`src/rtl/pov_pkg.sv`:
```
`default_nettype none
// ============================================================================
// Module      : pov_pkg
// Description : Shared widths, null character and arbiter state encoding for
//               the POV transmit path (arbiter, loader, transmitter).
// Revision    : 1.0 - initial release
// ============================================================================
package pov_pkg;

    localparam int NUM_CHARS = 11;
    localparam int CHAR_W    = 7;
    localparam int STR_W     = NUM_CHARS * CHAR_W;

    localparam logic [CHAR_W-1:0] NULL_CHAR = 7'b0;

    typedef enum logic [1:0] {
        ST_IDLE  = 2'd0,
        ST_START = 2'd1,
        ST_SEND  = 2'd2,
        ST_DONE  = 2'd3
    } arb_state_e;

endpackage
`default_nettype wire

```
`src/rtl/pov_tx_arbiter_rr_pick2.sv`:
```
`default_nettype none
// ============================================================================
// Module      : rr_pick2
// Description : Combinational two-way round-robin picker. The requester
//               pointed to by prio wins a tie; a lone requester always wins.
// Revision    : 1.0 - initial release
// ============================================================================
module rr_pick2 (
    input  logic [1:0] req_i,
    input  logic       prio_i,
    output logic       winner_o,
    output logic       valid_o
);

    // Any request at all makes the pick valid.
    assign valid_o  = |req_i;

    // Favoured index keeps the grant if it is requesting, else the other one.
    assign winner_o = req_i[prio_i] ? prio_i : ~prio_i;

endmodule
`default_nettype wire

```
`src/rtl/pov_tx_arbiter.sv`:
```
`default_nettype none
// ============================================================================
// Module      : pov_tx_arbiter
// Description : Round-robin arbiter sharing the POV serial transmitter between
//               two string sources. Latches the winning string, strobes
//               Complete, holds ownership for TX_CYCLES and then acks.
// Revision    : 1.0 - initial release
// ============================================================================
module pov_tx_arbiter #(
    parameter int NUM_CHARS = pov_pkg::NUM_CHARS,
    parameter int CHAR_W    = pov_pkg::CHAR_W,
    parameter int TX_CYCLES = 5500
) (
    input  logic                          clk,
    input  logic                          Reset,
    input  logic [1:0]                    Req,
    input  logic [NUM_CHARS*CHAR_W-1:0]   String0,
    input  logic [NUM_CHARS*CHAR_W-1:0]   String1,
    output logic [1:0]                    Ack,
    output logic                          Owner,
    output logic                          Busy,
    output logic [NUM_CHARS*CHAR_W-1:0]   StringPOV,
    output logic                          Complete
);
    import pov_pkg::*;

    localparam int              STR_BITS = NUM_CHARS * CHAR_W;
    localparam int              CNT_W    = $clog2(TX_CYCLES);
    localparam logic [CNT_W-1:0] CNT_LAST = CNT_W'(TX_CYCLES - 1);

    arb_state_e          state_q;
    logic [CNT_W-1:0]    cnt_q;
    logic [STR_BITS-1:0] str_q;
    logic                owner_q;
    logic                prio_q;
    logic                complete_q;
    logic [1:0]          ack_q;

    logic                pick_winner_d;
    logic                pick_valid_d;
    logic [STR_BITS-1:0] pick_str_d;
    logic                pick_null_d;

    rr_pick2 u_pick (
        .req_i    (Req),
        .prio_i   (prio_q),
        .winner_o (pick_winner_d),
        .valid_o  (pick_valid_d)
    );

    // Candidate string of the current winner and whether it is all null chars.
    always_comb begin
        pick_str_d  = pick_winner_d ? String1 : String0;
        pick_null_d = 1'b1;
        for (int i = 0; i < NUM_CHARS; i++) begin
            if (pick_str_d[i*CHAR_W +: CHAR_W] != CHAR_W'(NULL_CHAR)) begin
                pick_null_d = 1'b0;
            end
        end
    end

    // Arbiter FSM with transmit-window counter and registered outputs.
    always_ff @(posedge clk) begin
        if (Reset) begin
            state_q    <= ST_IDLE;
            cnt_q      <= '0;
            str_q      <= '0;
            owner_q    <= 1'b0;
            prio_q     <= 1'b0;
            complete_q <= 1'b0;
            ack_q      <= 2'b00;
        end else begin
            complete_q <= 1'b0;
            ack_q      <= 2'b00;
            case (state_q)
                ST_IDLE: begin
                    if (pick_valid_d) begin
                        str_q   <= pick_str_d;
                        owner_q <= pick_winner_d;
                        if (pick_null_d) begin
                            // Nothing to send: acknowledge straight away.
                            state_q                <= ST_DONE;
                            ack_q[pick_winner_d]   <= 1'b1;
                        end else begin
                            state_q    <= ST_START;
                            complete_q <= 1'b1;
                        end
                    end
                end
                ST_START: begin
                    cnt_q   <= '0;
                    state_q <= ST_SEND;
                end
                ST_SEND: begin
                    if (cnt_q == CNT_LAST) begin
                        state_q        <= ST_DONE;
                        ack_q[owner_q] <= 1'b1;
                    end else begin
                        cnt_q <= cnt_q + 1'b1;
                    end
                end
                ST_DONE: begin
                    prio_q  <= ~owner_q;
                    state_q <= ST_IDLE;
                end
                default: state_q <= ST_IDLE;
            endcase
        end
    end

    assign Ack       = ack_q;
    assign Owner     = owner_q;
    assign Busy      = (state_q != ST_IDLE);
    assign StringPOV = str_q;
    assign Complete  = complete_q;

endmodule
`default_nettype wire

```
`config.mk`:
```
export PLATFORM = sky130hd
export DESIGN_NAME = pov_tx_arbiter
export DESIGN_NICKNAME = d
export VERILOG_FILES = /design/src/rtl/pov_pkg.sv /design/src/rtl/pov_tx_arbiter_rr_pick2.sv /design/src/rtl/pov_tx_arbiter.sv
export SDC_FILE = /design/constraint.sdc
export NUM_CORES = 1
export LEC_CHECK = 0
export BUFFER_PORTS_ARGS = -buffer_cell sky130_fd_sc_hd__buf_2
export CORE_ASPECT_RATIO = 1.75
export CORE_MARGIN = 2
export CORE_UTILIZATION = 46
export DETAILED_ROUTE_END_ITERATION = 12
export PLACE_DENSITY = 0.81
export SLEW_MARGIN = 20
export SYNTH_ARGS = -nofsm -noshare
export SYNTH_HDL_FRONTEND = slang
export SYNTH_SLANG_ARGS = --single-unit
export TNS_END_PERCENT = 50
```
`constraint.sdc`:
```
create_clock -name clk -period 2.4 [get_ports clk]
set_input_delay 0.48 -clock clk [delete_from_list [all_inputs] [get_ports clk]]
set_output_delay 0.48 -clock clk [all_outputs]
set_load 0.02 [all_outputs]
```
* After elaboration in Yosys (flattened, before gate mapping)
Index checks and enable logic that the tools add are counted.
** Cells by class
- Bitwise operators :: 4
- Eq/ne operators :: 7
- $add $sub $neg :: 1
- Reductions and logical operators :: 21
- $lt $le $gt $ge :: 5
- Mux-type cells :: 30
** Operator list (count)
- 77-bit 2-to-1 mux :: 1
- 7-bit nonzero test :: 11
- 13-bit case mux with 2 select lines :: 1
- 1-bit 2-to-1 mux :: 17
- 13-bit by 1-bit adder with 13-bit output (second input constant) :: 1
- 13-bit equality test (second input constant) :: 1
- 13-bit 2-to-1 mux :: 1
- 2-bit 2-to-1 mux :: 6
- 2-bit case mux with 4 select lines :: 1
- 1-bit by 2-bit < comparator with 1-bit output (second input constant) :: 3
- 2-bit != test (second input constant) :: 3
- 2-bit AND reduction :: 3
- 2-bit equality test (second input constant) :: 2
- 1-bit inverter :: 4
- 2-bit case mux with 2 select lines :: 1
- 2-bit nonzero test :: 2
- 3-bit OR reduction :: 1
- 1-bit demux with 1-bit select :: 2
- 2-bit by 1-bit equality test with 1-bit output (second input constant) :: 1
- 1-bit >= comparator (second input constant) :: 2
- 1-bit logical AND :: 2
- 2-bit zero test :: 1
- 2-bit OR reduction :: 1
** Storage, ports and cells
- Output and inout bits :: 82
- Word-level logic and storage cells :: 75
- Flip-flop bits (word level) :: 97

* Longest topological paths before layout
Gate-level depths: netlist of the first run.
- Depth after elaboration :: 19
- Depth in mapped cells :: 7
- Depth with buffers taken out :: 7

* Hierarchy
From an unflattened synthesis of the first run, not the netlist that was laid out.
** Second synthesis, totals
- Cells, all modules :: 521
- Area, all modules :: 4733.3 um^2
** By module, submodules not included
- pov_tx_arbiter :: area an instance 4713.3 um^2, cells an instance 518, times used 1
- rr_pick2 :: area an instance 20.0 um^2, cells an instance 3, times used 1

* Worst setup path before layout of the first run
OpenSTA, ideal clock, no wires.
- Kind :: register -> register
- From :: register state_q[0]
- To :: register str_q[57] (netlist: StringPOV[57])
- Required time :: 2.263 ns
- Path slack :: 0.526 ns
- Library setup time :: 0.137 ns
- Path buffers :: 2
- Arrival time :: 1.737 ns
- Stages on the path, launching flop included :: 8
- Path through :: dfxtp_1 -> inv_1 -> ha_1 -> inv_1 -> nor2_1 -> clkbuf_1 -> clkbuf_1 -> a211oi_1
** Between the ends
- Word-level cells in the longest chain between the ends :: 2
** Ends and longest elaborated chain
- from (decl) :: RTL line pov_tx_arbiter.sv:31 : arb_state_e state_q;
- from (signal assigned) :: RTL line pov_tx_arbiter.sv:65 : state_q <= ST_IDLE;
- from (signal assigned) :: RTL line pov_tx_arbiter.sv:82 : state_q <= ST_DONE;
- from (signal assigned) :: RTL line pov_tx_arbiter.sv:85 : state_q <= ST_START;
- 2-bit zero test :: RTL line pov_tx_arbiter.sv:75 : case (state_q)
- 2-bit AND reduction (no source line)
- to (signal assigned) :: RTL line pov_tx_arbiter.sv:78 : str_q <= pick_str_d;
- to (decl) :: RTL line pov_tx_arbiter.sv:33 : logic [STR_BITS-1:0] str_q;
No other way between the ends.
A chain may end at the register's enable or synchronous reset.

* Worst setup path in the final report of the first run
- From :: input String1[43]
- To :: register state_q[1]
** Between the ends
- Word-level cells in the longest chain between the ends :: 10
** Ends and longest elaborated chain
- from (decl) :: RTL line pov_tx_arbiter.sv:18 : input logic [NUM_CHARS*CHAR_W-1:0] String1,
- 77-bit 2-to-1 mux :: RTL line pov_tx_arbiter.sv:53 : pick_str_d = pick_winner_d ? String1 : String0;
- 7-bit nonzero test :: RTL line pov_tx_arbiter.sv:56 : if (pick_str_d[i*CHAR_W +: CHAR_W] != CHAR_W'(NULL_CHAR)) begin
- 1-bit 2-to-1 mux (5 in series) :: RTL line pov_tx_arbiter.sv:56
- 2-bit 2-to-1 mux :: RTL line pov_tx_arbiter.sv:80 : if (pick_null_d) begin
- 2-bit 2-to-1 mux :: RTL line pov_tx_arbiter.sv:77 : if (pick_valid_d) begin
- 2-bit case mux with 4 select lines :: RTL line pov_tx_arbiter.sv:75
No other way between the ends. The select of a mux whose other input is x is not followed.

==> results of run 1 <==
==> worst register-to-register path, stage by stage (launching register included) <==
cell	delay, ps
dfxtp_1	340
nand2b_1	270
nand4_1	250
nor4_1	480
o22ai_2	220
a2111oi_2	330
==> Yosys cell counts <==
| library cell | instances |
|---|---|
| a2111oi_2 | 1 |
| a211oi_1 | 79 |
| a211oi_2 | 1 |
| a21o_1 | 1 |
| a21oi_1 | 6 |
| a22oi_1 | 1 |
| a31oi_1 | 1 |
| and2_2 | 1 |
| and3_1 | 2 |
| and4_1 | 1 |
| and4b_1 | 1 |
| buf_2 | 13 |
| clkbuf_1 | 24 |
| dfxtp_1 | 97 |
| ha_1 | 5 |
| inv_1 | 4 |
| mux2i_1 | 78 |
| nand2_1 | 9 |
| nand2b_1 | 1 |
| nand3_1 | 3 |
| nand4_1 | 15 |
| nor2_1 | 98 |
| nor3_1 | 4 |
| nor3b_1 | 1 |
| nor4_1 | 37 |
| nor4b_2 | 1 |
| nor4b_4 | 1 |
| o21a_1 | 1 |
| o21ai_0 | 5 |
| o22ai_2 | 1 |
| o32ai_1 | 1 |
| o41ai_1 | 1 |
| or2b_2 | 1 |
| or3_1 | 2 |
| or3_2 | 1 |
| or3b_2 | 1 |
| or4_4 | 1 |
| xnor2_1 | 2 |
| xor2_1 | 6 |
==> area by class of cell <==
type / instances / share of cell area, %
clock buffers: 11 / 3.67
clock inverters: 4 / 0.868
inverters: 4 / 0.237
multi-input cells: 371 / 40.4
flip-flops and latches: 97 / 30.6
well taps: 125 / 2.46
repair buffers: 255 / 21.7
==> flip-flops by register name, summed over array words and instances, names as in the netlist <==
register / count
Ack: 2
prio_q: 1
cnt_q: 13
StringPOV: 77
Complete: 1
Owner: 1
state_q: 2
==> cells by family (layout without fill, tap and decap cells) <==
family | after synthesis | in the layout | share of synthesized area [%]
AOI/OAI and AO/OA | 99 | 99 | 15.8
xor gates and xnor gates | 8 | 8 | 1.50
adders and majority gates | 5 | 5 | 1.34
buffers and inverters | 41 | 274 | 3.65
DFF | 97 | 97 | 41.7
muxes | 78 | 78 | 16.7
and+or+nand+nor | 181 | 181 | 19.4
==> power by group through the flow <==
stage | Combinational (W) | Clock [W] | Sequential, W
final | 0.00296 | 0.00140 | 0.00233
after detailed placement | 0.00295 | 0 | 0.00236
after global placement | 0.00287 | 0 | 0.00234
after floorplan | 0.00140 | 0 | 0.00289
after global routing | 0.00322 | 0.00149 | 0.00239
after CTS | 0.00296 | 0.00143 | 0.00233
==> metrics by stage <==
step | utilization [%] | TNS (ps) | hold WS [ps] | total power (W) | instances
2_1_floorplan | - | 0 | 454 | 0.00429 | 509
3_3_place_gp | 61.5 | -271 | 467 | 0.00521 | 852
3_5_place_dp | 61.5 | -184 | 487 | 0.00531 | 852
4_1_cts | 64.4 | 0 | 485 | 0.00672 | 867
5_1_grt | 64.4 | 0 | 493 | 0.00710 | 867
6_report | 64.4 | 0 | 490 | 0.00669 | 867
==> metal layers <==
metal	up-vias	share of wire (%)
met4	0	3.6
met2	215	54
met3	39	6.3
met1	2296	36
met5	-	0
li1	2381	-
==> worst paths after layout <==
kind	end	from	slack [ps]
worst min register to register	cnt_q[6]	cnt_q[6]	490
worst max-delay path	state_q[1]	String1[43]	310
worst min-delay path	StringPOV[51]	String1[51]	490
worst max register to register	state_q[1]	prio_q	410
==> summary.txt, run 1 <==
Global route
  – Overflow left after global routing: 0
  – Met3 Use GR: slightly below 6%
  – Vias in the first global route: 5002
  – First-pass GRT wire length: roughly 24000 µm
  – GR Layer Usage met1: a little under 30%
  – GRT met2 Usage: 51.4%
  – Largest net degree at the start of global routing: approximately 70
  – Antenna violations before repair: 0
  – Layer with the highest usage: met2
  – Total track usage: roughly 28%

Logic synthesis
  – Leading area contributor after synthesis: dfxtp_1
  – Post-Syn Area: 0.00466 mm²
  – Syn nets: around 670
  – Largest cells by area after synthesis: dfxtp_1 (42%), mux2i_1 (17%), a211oi_1 (13%)
  – Seq/Total Area, Yosys: 41.7%
  – Number of library cell types mapped by synthesis: 39
  – Synth Instances: 509
  – Top cell type's share of synthesized area: roughly two fifths
  – FF+latch count, synth: between 90 and 100
  – Synth warnings: 0
  – Mapped Avg Cell Area: a little over 9 µm²

Timing
  – Min Tclk post-route: 2090 ps
  – Slew headroom: 58.7%
  – RSZ-0062 raised after global routing: no
  – Slew Limit Fails: 0
  – Fin. Hold Viols: 0
  – Clock Skew: roughly 6.7 ps
  – Final Cycle Share: between 80% and 90%
  – Setup Viol. Count Final: 0
  – Worst-Margin Slew: roughly 610 ps
  – Fmax: 479 MHz
  – Setup ws final: ~310 ps

Finish
  – Reg area: roughly 0.0019 mm²
  – Multi-input gate area: between 0.002 and 0.003 mm²
  – Most frequent cells in the layout: buf_2 (239), dfxtp_1 (97), nor2_1 (97)
  – Fin nets: ~900
  – Most common library cell in the layout ignoring fill and taps: buf_2
  – Synth-to-layout area growth: 36.1%
  – Post-layout instance area: 0.00634 mm²
  – Filler cell count: 874
  – Antenna fix cells: 0
  – Share of layout cells above drive strength 1: about 38%

Place
  – Hpwl dp: roughly 12000 µm
  – GP Congestion: about 0.9
  – Setup Slack @ Placement: -108 ps
  – Post-placement cell area: 0.00606 mm²
  – # port buffers: 239

Power
  – Seq pwr share: a little over a third
  – Leakage Power: approximately 3.0 nW
  – Net Sw Frac: between 40% and 50%
  – Clock network fraction of design power: around a fifth
  – Combinational group share of total power: about 44%
  – PD cells: 1050 mW/mm²
  – Switch Pwr: between 0.002 and 0.003 W
  – Peak VDD IR: approximately 0.00076 V
  – Int Pwr: between 0.003 and 0.004 W

Drt
  – Drt wl/cell: 17.9 µm
  – Vias per inst: around 5.7
  – Routed vias: between 4000 and 5000
  – Post-route DRC violation count: 0
  – Final ANT Viol Nets: 0
  – Pre-antenna DRT Iters: 4
  – Detailed Route WL: around 16000 µm
  – Initial DRC count: 290

Status
  – Status: completed

Critical path
  – Critical Path, Cell by Cell: buf_2, nor4_1, buf_4, nand4_1, nor4_1, o22ai_2, a2111oi_2
  – R2R depth: 5
  – Worst EP arrival: 2310 ps
  – Max stage delay on crit path: between 500 and 600 ps
  – Most used cell, CP: nor4_1
  – Top delay family on crit path: simple AND/OR/NAND/NOR gates
  – Worst Path Buf+Inv: 2
  – Worst Setup Start Kind: primary input
  – Kind of critical path: in2reg
  – WP depth: 7
  – Crit Path Max Fanout: 4
  – CP Capture Type: flop
  – Req. time, crit path: ~2600 ps
  – CP max stage cell: nor4_1

Clock network
  – CTS max path bufs: 2
  – Hold buffer count at cts: 0
  – Clock sink count: 97
  – CTS Buf Count: 9
  – Clk_lat worst skew: roughly 340 ps
  – H-tree Lvls: 3
  – CTS tree: done
  – Root Driver: clkbuf_16
  – Number of setup buffers added after CTS: 0
  – Reg clk slew, reported paths: about 70 ps
  – CTS-repair resized insts: 0

Floorplanning
  – Die area: approximately 0.011 mm²
  – Starting Density: between 40% and 50%
  – Die Wd: around 80 µm
  – FP Rows: 48
  – # IOs: 240
  – Die Ht: 137 µm
  – Core area: 0.00985 mm²

Worst hold path
  – Min-delay worst type: in2reg
  – Hold path depth: 3

Flow run
  – Max_cap viols: 0
(Power assumes the default switching activity.)
==> inputs of run 2 (changes only) <==
==> constraint.sdc (replaced) <==
create_clock -name clk -period 2.4 [get_ports clk]
set_input_delay 0.24 -clock clk [delete_from_list [all_inputs] [get_ports clk]]
set_output_delay 0.24 -clock clk [all_outputs]
set_load 0.02 [all_outputs]
==> summary.txt, run 2 (synthesis results as in run 1) <==
Status
  – Status: completed

Clock network
  – CTS-repair resized insts: 0
  – H-tree Lvls: 3
  – Clk_lat worst skew: around 330 ps
  – Number of setup buffers added after CTS: 0
  – Reg clk slew, reported paths: approximately 60 ps
  – CTS tree: done
  – Root Driver: clkbuf_16
  – CTS max path bufs: 2
  – Hold buffer count at cts: 0
  – Clock sink count: just under 100
  – CTS Buf Count: 9

Global route
  – Overflow left after global routing: 0
  – First-pass GRT wire length: between 20000 and 25000 µm
  – Vias in the first global route: about 4700
  – Total track usage: a little over a quarter
  – Largest net degree at the start of global routing: slightly above 70
  – Antenna violations before repair: 0

Place
  – Placed Instances: ~850
  – GP Congestion: between 0.9 and 1
  – # port buffers: between 200 and 250
  – Post-placement cell area: about 0.006 mm²
  – Hpwl dp: approximately 12000 µm

Timing
  – Min Tclk post-route: 1940 ps
  – Fin. Hold Viols: 0
  – Slew Limit Fails: 0
  – Fmax: between 500 and 600 MHz
  – RSZ-0062 raised after global routing: no
  – Clock Skew: between 6 and 7 ps
  – Final Cycle Share: approximately four fifths
  – Setup_tns: 0 ps
  – Slew headroom: around 50%
  – Worst-Margin Slew: around 740 ps
  – Setup Viol. Count Final: 0
  – Hold slack: ~260 ps

Critical path
  – Critical Path, Cell by Cell: or2b_2, nand2_4, buf_4, mux2i_1, a211oi_1
  – Max stage delay on crit path: 370 ps
  – CP max stage cell: or2b_2
  – Kind of critical path: reg2reg
  – Crit Path Max Fanout: 24
  – Worst EP arrival: 2120 ps
  – Req. time, crit path: between 2000 and 3000 ps
  – CP Capture Type: flop
  – Worst Setup Start Kind: flop

Drt
  – Routed metal-1 wire length: ~5600 µm
  – Met3 Wirelength: about 940 µm
  – DR WL met2: slightly above 8000 µm
  – Initial DRC count: 298
  – Routed vias: slightly below 5000
  – Top sig layer: met4
  – Detailed Route WL: about 15000 µm
  – Post-route DRC violation count: 0
  – Drt wl/cell: between 15 and 20 µm
  – Vias per inst: 5.64
  – Final ANT Viol Nets: 0
  – Pre-antenna DRT Iters: 4

Floorplanning
  – # IOs: 240
  – Die Wd: roughly 80 µm
  – Core area: about 0.0098 mm²
  – FP Rows: 48
  – Die area: around 0.011 mm²
  – Starting Density: 47.3%
  – Die Ht: between 100 and 150 µm

Finish
  – Most common library cell in the layout ignoring fill and taps: buf_2
  – Fin nets: between 800 and 900
  – Share of layout cells above drive strength 1: a little under two fifths
  – Post-layout instance area: 0.00628 mm²
  – Synth-to-layout area growth: 34.8%
  – Max reg flops: between 70 and 80
  – Filler cell count: between 800 and 900
  – Most frequent cells in the layout: buf_2 (239), dfxtp_1 (97), nor2_1 (97)
  – Non-filler cells, final: approximately 860
  – Antenna fix cells: 0

Worst hold path
  – Min-delay worst type: in2reg

Power
  – Peak VDD IR: about 0.00064 V
  – Pwr Total: between 0.006 and 0.007 W
  – Leakage Power: a little under 3 nW
  – PD cells: about 1100 mW/mm²

Flow run
  – Max_cap viols: 0
run 2: cell type report:
| class | instances | area (µm²) | share of cell area [%] |
|---|---|---|---|
| Clock buffer | 12 | 236 | 3.76 |
| Tap cell | 125 | 156 | 2.49 |
| Clock inverter | 4 | 53.8 | 0.856 |
| Timing Repair Buffer | 250 | 1320 | 20.9 |
| Inverter | 4 | 15.0 | 0.239 |
| Sequential cell | 97 | 1940 | 30.9 |
| Multi-Input combinational cell | 371 | 2560 | 40.8 |
run 2: report_power, final:
group          total, W  switching, W  leakage [nW]  internal, W
Combinational   0.00292       0.00188          2.03      0.00105
Sequential      0.00233      0.000250         0.802      0.00208
Clock           0.00140      0.000589         0.133     0.000811
run 2: worst max-delay path, delay by kind of cell, from the launching register on:
kind | cells | cell delay [ps]
AO/OA/AOI/OAI | 1 | 110
buffers and inverters | 1 | 330
flip-flops | 1 | 340
multiplexers | 1 | 260
AND/OR/NAND/NOR | 2 | 720
run 2: stage by stage:
stage               utilization (%)  worst slack [ps]
detailed placement             60.9               184
finish                         63.8               457
global route                   63.8               293
global placement               60.9               238
CTS                            63.8               459
floorplan                         -               526
run 2: final timing paths:
path	startpoint	endpoint	slack (ps)	cells after the start
min	String1[54]	StringPOV[54]	260	3
max	prio_q	StringPOV[36]	460	5
min reg2reg	cnt_q[6]	cnt_q[6]	490	2
max reg2reg	prio_q	StringPOV[36]	460	5
run 2: layer usage:
metal	vias to the layer above	GRT usage (%)
met4	0	14.7
met3	46	5.64
met2	206	48.1
met5	-	0
li1	2376	-
met1	2241	29.6
